===== src/rtl/pwm_deadtime.sv =====
// Complementary PWM driver: compares an external period counter against a
// double-buffered duty value and drives a high/low switch pair with dead time.
module pwm_deadtime #(
    parameter int unsigned W    = 8,
    parameter int unsigned DT_W = 4
) (
    input  logic            clk,
    input  logic            clr,
    input  logic [W-1:0]    cnt_q,
    input  logic            cnt_rco,
    input  logic            en,
    input  logic [W-1:0]    duty_d,
    input  logic            duty_wr,
    input  logic [DT_W-1:0] dt_d,
    output logic            pwm_h,
    output logic            pwm_l,
    output logic [W-1:0]    duty_act,
    output logic            pending,
    output logic            upd
);

    typedef enum logic [2:0] {
        OFF,
        ON_L,
        DT_RISE,
        ON_H,
        DT_FALL
    } state_t;

    state_t          state_q, state_d;
    logic [DT_W-1:0] dt_cnt_q, dt_cnt_d;
    logic [W-1:0]    shadow_q, shadow_d;
    logic [W-1:0]    duty_act_q, duty_act_d;
    logic            pending_q, pending_d;
    logic            upd_q, upd_d;

    logic            pwm_ref;
    logic            dt_zero;
    logic [DT_W-1:0] dt_load;

    assign pwm_ref = (cnt_q < duty_act_q);
    assign dt_zero = (dt_d == '0);
    assign dt_load = dt_d - DT_W'(1);

    // The shadow value held before this edge is what gets applied at RCO;
    // a simultaneous write lands in the shadow and stays pending.
    always_comb begin
        shadow_d   = shadow_q;
        duty_act_d = duty_act_q;
        pending_d  = pending_q;
        upd_d      = 1'b0;
        if (cnt_rco && pending_q) begin
            duty_act_d = shadow_q;
            upd_d      = 1'b1;
            pending_d  = 1'b0;
        end
        if (duty_wr) begin
            shadow_d  = duty_d;
            pending_d = 1'b1;
        end
    end

    always_comb begin
        state_d  = state_q;
        dt_cnt_d = dt_cnt_q;
        if (!en) begin
            state_d = OFF;
        end else begin
            case (state_q)
                OFF, ON_L: begin
                    if (pwm_ref) begin
                        if (dt_zero) begin
                            state_d = ON_H;
                        end else begin
                            state_d  = DT_RISE;
                            dt_cnt_d = dt_load;
                        end
                    end else begin
                        state_d = ON_L;
                    end
                end
                DT_RISE: begin
                    if (!pwm_ref) begin
                        state_d = ON_L;
                    end else if (dt_cnt_q == '0) begin
                        state_d = ON_H;
                    end else begin
                        dt_cnt_d = dt_cnt_q - DT_W'(1);
                    end
                end
                ON_H: begin
                    if (!pwm_ref) begin
                        if (dt_zero) begin
                            state_d = ON_L;
                        end else begin
                            state_d  = DT_FALL;
                            dt_cnt_d = dt_load;
                        end
                    end
                end
                DT_FALL: begin
                    if (pwm_ref) begin
                        state_d = ON_H;
                    end else if (dt_cnt_q == '0) begin
                        state_d = ON_L;
                    end else begin
                        dt_cnt_d = dt_cnt_q - DT_W'(1);
                    end
                end
                default: state_d = OFF;
            endcase
        end
    end

    always_ff @(posedge clk) begin
        if (clr) begin
            state_q    <= OFF;
            dt_cnt_q   <= '0;
            shadow_q   <= '0;
            duty_act_q <= '0;
            pending_q  <= 1'b0;
            upd_q      <= 1'b0;
        end else begin
            state_q    <= state_d;
            dt_cnt_q   <= dt_cnt_d;
            shadow_q   <= shadow_d;
            duty_act_q <= duty_act_d;
            pending_q  <= pending_d;
            upd_q      <= upd_d;
        end
    end

    assign pwm_h    = (state_q == ON_H);
    assign pwm_l    = (state_q == ON_L);
    assign duty_act = duty_act_q;
    assign pending  = pending_q;
    assign upd      = upd_q;

endmodule


===== config.mk =====
export PLATFORM = sky130hd
export DESIGN_NAME = pwm_deadtime
export DESIGN_NICKNAME = d
export VERILOG_FILES = /design/src/rtl/pwm_deadtime.sv
export SDC_FILE = /design/constraint.sdc
export NUM_CORES = 1
export LEC_CHECK = 0
export CAP_MARGIN = 10
export CORE_MARGIN = 2
export CORE_UTILIZATION = 45
export DETAILED_ROUTE_END_ITERATION = 8
export DONT_BUFFER_PORTS = 1
export PLACE_DENSITY = 0.71
export SYNTH_ARGS = -nofsm -noshare
export SYNTH_HDL_FRONTEND = slang
export SYNTH_SLANG_ARGS = --single-unit

===== constraint.sdc =====
create_clock -name clk -period 2.99 [get_ports clk]
set_input_delay 0.4485 -clock clk [delete_from_list [all_inputs] [get_ports clk]]
set_output_delay 0.4485 -clock clk [all_outputs]
set_load 0.01 [all_outputs]

Yosys cells after proc, flatten, opt, wreduce, memory -nomap -nowiden
Index checks and enable logic that the tools add are counted.
Operators by class
  $add $sub $neg: 2
  equal/unequal tests: 10
  bitwise operators: 1
  reductions and logical operators: 10
  multiplexer cells: 19
  order comparisons: 1
Operators by type and width (number)
  two-way mux 4 bit: 6
  two-way mux 3 bit: 7
  one-hot mux 4 bit (4 select lines): 1
  one-hot mux 3 bit (4 select lines): 1
  logical NOT 4 bit: 2
  < comparator 8 bit: 1
  != test 2 bit (second input constant): 4
  subtractor 4 x 1 -> 4 bit (second input constant): 2
  == test 3 x 2 -> 1 bit (second input constant): 2
  != test 3 bit (second input constant): 2
  AND reduction 6 bit: 1
  two-way mux 1 bit: 4
  nonzero test 4 bit: 1
  OR reduction 2 bit: 2
  == test 3 x 1 -> 1 bit (second input constant): 1
  == test 3 bit (second input constant): 1
  logical NOT 3 bit: 1
  AND reduction 3 bit: 1
  nonzero test 2 bit: 1
  logical AND 1 bit: 1
  NOT 1 bit: 1
Storage, ports and cells
  register bits after elaboration: 25
  logic and storage cells: 49
  input port bits: 25

Logic depth before layout (Yosys ltp)
  depth after elaboration: 4
  depth in mapped cells: 9

Worst setup path before layout
No wires, ideal clock.
  path kind: input-to-reg
  start: input cnt_q[1]
  end: register dt_cnt_q[2]
  arrival time: 2425 ps
  buffers on the path: 0
  stages on the path: 6
  library setup time: 77 ps
  setup slack: 489 ps
  data required time: 2913 ps
  path through: ha_1 -> a2111o_1 -> and3_4 -> or4b_4 -> or4_4 -> a41oi_2
Between the ends
  cells in the longest elaborated chain, start to end: 3
  elaborated cells on any way between the ends: 6
  those cells by class: 1 x order compare; 4 x eq/ne; 1 x reduce/logical
RTL lines
  from (decl): RTL line 9  | input logic [W-1:0] cnt_q,
  < comparator 8 bit *: RTL line 41  | assign pwm_ref = (cnt_q < duty_act_q);
  != test 2 bit (no source line)
  AND reduction 6 bit (no source line) *
  to (signal assigned): RTL line 125  | dt_cnt_q <= dt_cnt_d;
  to (decl): RTL line 31  | logic [DT_W-1:0] dt_cnt_q, dt_cnt_d;
Every way passes the cells marked *; elsewhere a longest branch is shown, timed or not.
A chain may end at the register's enable or synchronous reset.

Worst setup path in the final report
  start: register duty_act_q[7], in the netlist duty_act[7]
  end: register dt_cnt_q[2]
Between the ends
  cells in the longest elaborated chain, start to end: 3
  elaborated cells on any way between the ends: 6
  those cells by class: 1 x order compare; 4 x eq/ne; 1 x reduce/logical
RTL lines
  from (decl): RTL line 33  | logic [W-1:0] duty_act_q, duty_act_d;
  from (signal assigned): RTL line 127  | duty_act_q <= duty_act_d;
  < comparator 8 bit *: RTL line 41
  != test 2 bit (no source line)
  AND reduction 6 bit (no source line) *
Marked as above.

==> impl_metrics.toml <==
[worst_setup_path]
required_ns = 3.24
cp-end-kind = "flip-flop"
crit_start = "duty_act[7]"
cp-endpoint = "dt_cnt_q[2]"
rr_startpoint = "duty_act[7]"
rrSetupSlack_ns = 0.33
path_max_fanout = 4
crit_arrival_ns = 2.91
worst-setup-path-type = "flip-flop to flip-flop"
r2r_end = "dt_cnt_q[2]"
worst_r2r_path_depth = 8
setup.worst_path.start_class = "flip-flop"

[pwr]
leakagePower_uw = 0.000508
peakVddDrop_mv = 0.254
powerDensity_nw_per_um2 = 424

[logic_synthesis]
async_flop_share = 0
synth_area_leaders = "dfxtp_1 36%, ha_1 7.3%, mux2i_1 7.3%"
ys_seq_area_frac = 0.364
synth_edf_count = 0
synthDistinctLibCells = 38
synth_top_family_by_area = "simple AND/OR/NAND/NOR gates"
synth_ff_type = "dfxtp_1"
syn-num-nets = 200
yosysTopAreaCellShare = 0.364
synth_fa_ha_area_frac = 0.0728
avgSynthCellArea_um2 = 8.23
yosysMostFrequentCell = "dfxtp_1"
ys_warn_count = 0
synth_compound_area_frac = 0.179
syn-cell-area_um2 = 1380
synthXorXnorAreaFrac = 0.00637
synth_cells = 167
synth.cells.most_frequent = "25 x dfxtp_1, 17 x a21oi_1, 17 x nand2_1, 17 x nor2_1"
ys_ff_latch = 25
synthSimpleGateAreaFrac = 0.250
synth_top_cell_by_area = "dfxtp_1"
synthMuxAreaShare = 0.0728

[detailed_routing]
wirelength_mm = 2.94
dr.pass1.iters = 4
avgRoutedWirePerCell_um = 15.0
drt-initial-drc-count = 77
via_count = 1168
avgViaCountPerCell = 5.96
remaining_drc_errors = 0
detail-route-antenna-nets = 0

[floorplanning]
die_h_um = 59.3
dieArea_um2 = 3510
chipWidth_um = 59.3
row_count = 20
initial_core_util = 0.462
ioPinCount = 37
coreArea_um2 = 2980

[sta]
relSlewSlack = 0.627
setup_viol = 0
post-route-period-util = 0.890
layout_min_cycle_time_ns = 2.66
timing.fmax_mhz = 376
fin_worst_skew_ns = 0.00516
rsz0062_at_grt = "false"
finalMaxSlewViolations = 0
worstMarginPinSlew_ns = 0.555
worst_slack_ns = 0.328
hold_viol_final = 0
setup-tns-final_ns = 0

[finish]
drive_above_1_share = 0.0613
diodes = 0
finalNetCount = 197
register_area_um2 = 500
multi_input_area_um2 = 800
finish.utilization = 0.474
layout.cells.non_filler = 196
n_fill_cell = 297
syn2layout_area_growth_pct = 2.73

[clock_tree]
cts_hold_buf = 0
htree_levels = 1
root_buffer = "clkbuf_4"
cts_resized = 0
cts.sinks = 25
cts_setup_buffers = 0
clk_latency_ns = 0.31
cts_tree = "done"
cts_made_buffers = 3
cts.path.max_buffers = 2
cts.clk_slew.worst_paths_ns = 0.14

[place]
pre_cts_slack_ns = 0.364
dp_hpwl_mm = 2.30
port-buffer-count = 0
gp_congestion = 0.825
place_inst = 192

[global_route]
grt_pass1_wl_mm = 5.09
grt_pass1_vias = 1151
grt_usage = 0.186
grt_max_degree = 24
grt.overflow.total = 0
antenna_found_initial = 0

[min_path]
hp-class = "input port to flip-flop"
holdCritStartpoint = "clr"

[outcome]
status = "finished, final reports clean"

[run]
maxCapViolCount = 0
==> cells by family (layout without fill, tap and decap cells) <==
family | count (synthesis) | after routing
multiplexers | 10 | 10
adder cells (fa/ha/maj) | 8 | 8
AND/OR/NAND/NOR | 66 | 66
AO/OA/AOI/OAI | 38 | 38
buffers and inverters | 19 | 15
XOR/XNOR | 1 | 1
flip-flops | 25 | 25
==> per-stage QoR <==
step | hold WS, ns | cell area (µm²) | power [µW]
5_1_grt | 0.140 | 1410 | 637
4_1_cts | 0.163 | 1410 | 607
2_1_floorplan | 0.443 | 1380 | 442
6_report | 0.176 | 1410 | 598
3_5_place_dp | 0.458 | 1380 | 451
3_3_place_gp | 0.457 | 1380 | 446
==> layer usage <==
layer  up-vias  routed length (µm)  GRT usage
met5         -                   0          0
met4         0                  34     0.0747
met3         4                 161     0.0459
met2        32                1470      0.306
met1       534                1270      0.230
li1        598                   -          -
==> cells in the final DEF (no fill, tap or decap), drive strengths merged, types with 3 or more instances in the layout <==
cell type and instances:
a21oi 17, clkbuf 3, dfxtp 25, ha 8, inv 11, mux2i 10, nand2 17, nand3 11
nand4 3, nor2 17, nor2b 3, nor4 3, o21ai 6, or4 3
==> worst max-delay path, cell delays in order, from the launching register on <==
cell      delay (ns)
dfxtp_1         0.44
inv_1           0.07
ha_1            0.31
nand4_1         0.09
a21oi_1         0.28
a211oi_1        0.16
or4b_4          0.58
or4_4           0.50
a41oi_2         0.19
==> area by class of cell <==
| class | count | share of cell area |
|---|---|---|
| sequential | 25 | 0.354 |
| inverter | 11 | 0.0292 |
| clock inverter | 1 | 0.00531 |
| multi-input combinational | 123 | 0.566 |
| tap | 33 | 0.0292 |
| clock buffer | 3 | 0.0159 |
==> sequential cells by signal, summed over array words and instances (netlist names) <==
register,count
upd,1
dt_cnt_q,4
shadow_q,8
pending,1
duty_act,8
state_q,3
==> where the power goes <==
part | leakage (µW) | internal, µW | switching, µW
clock | 0.0000139 | 51.0 | 103
combinational | 0.000290 | 36.9 | 44.0
sequential | 0.000204 | 347 | 16.6
==> worst min path at each step <==
stage                  end  slack, ns  cells after the start
5_1_grt        duty_act[5]       0.14                      1
3_3_place_gp   duty_act[0]       0.46                      2
4_1_cts        dt_cnt_q[2]       0.16                      1
3_5_place_dp   duty_act[1]       0.46                      2
6_report       dt_cnt_q[2]       0.18                      1
2_1_floorplan  duty_act[0]       0.44                      2
Note: power is estimated with default switching activity, not from simulation.
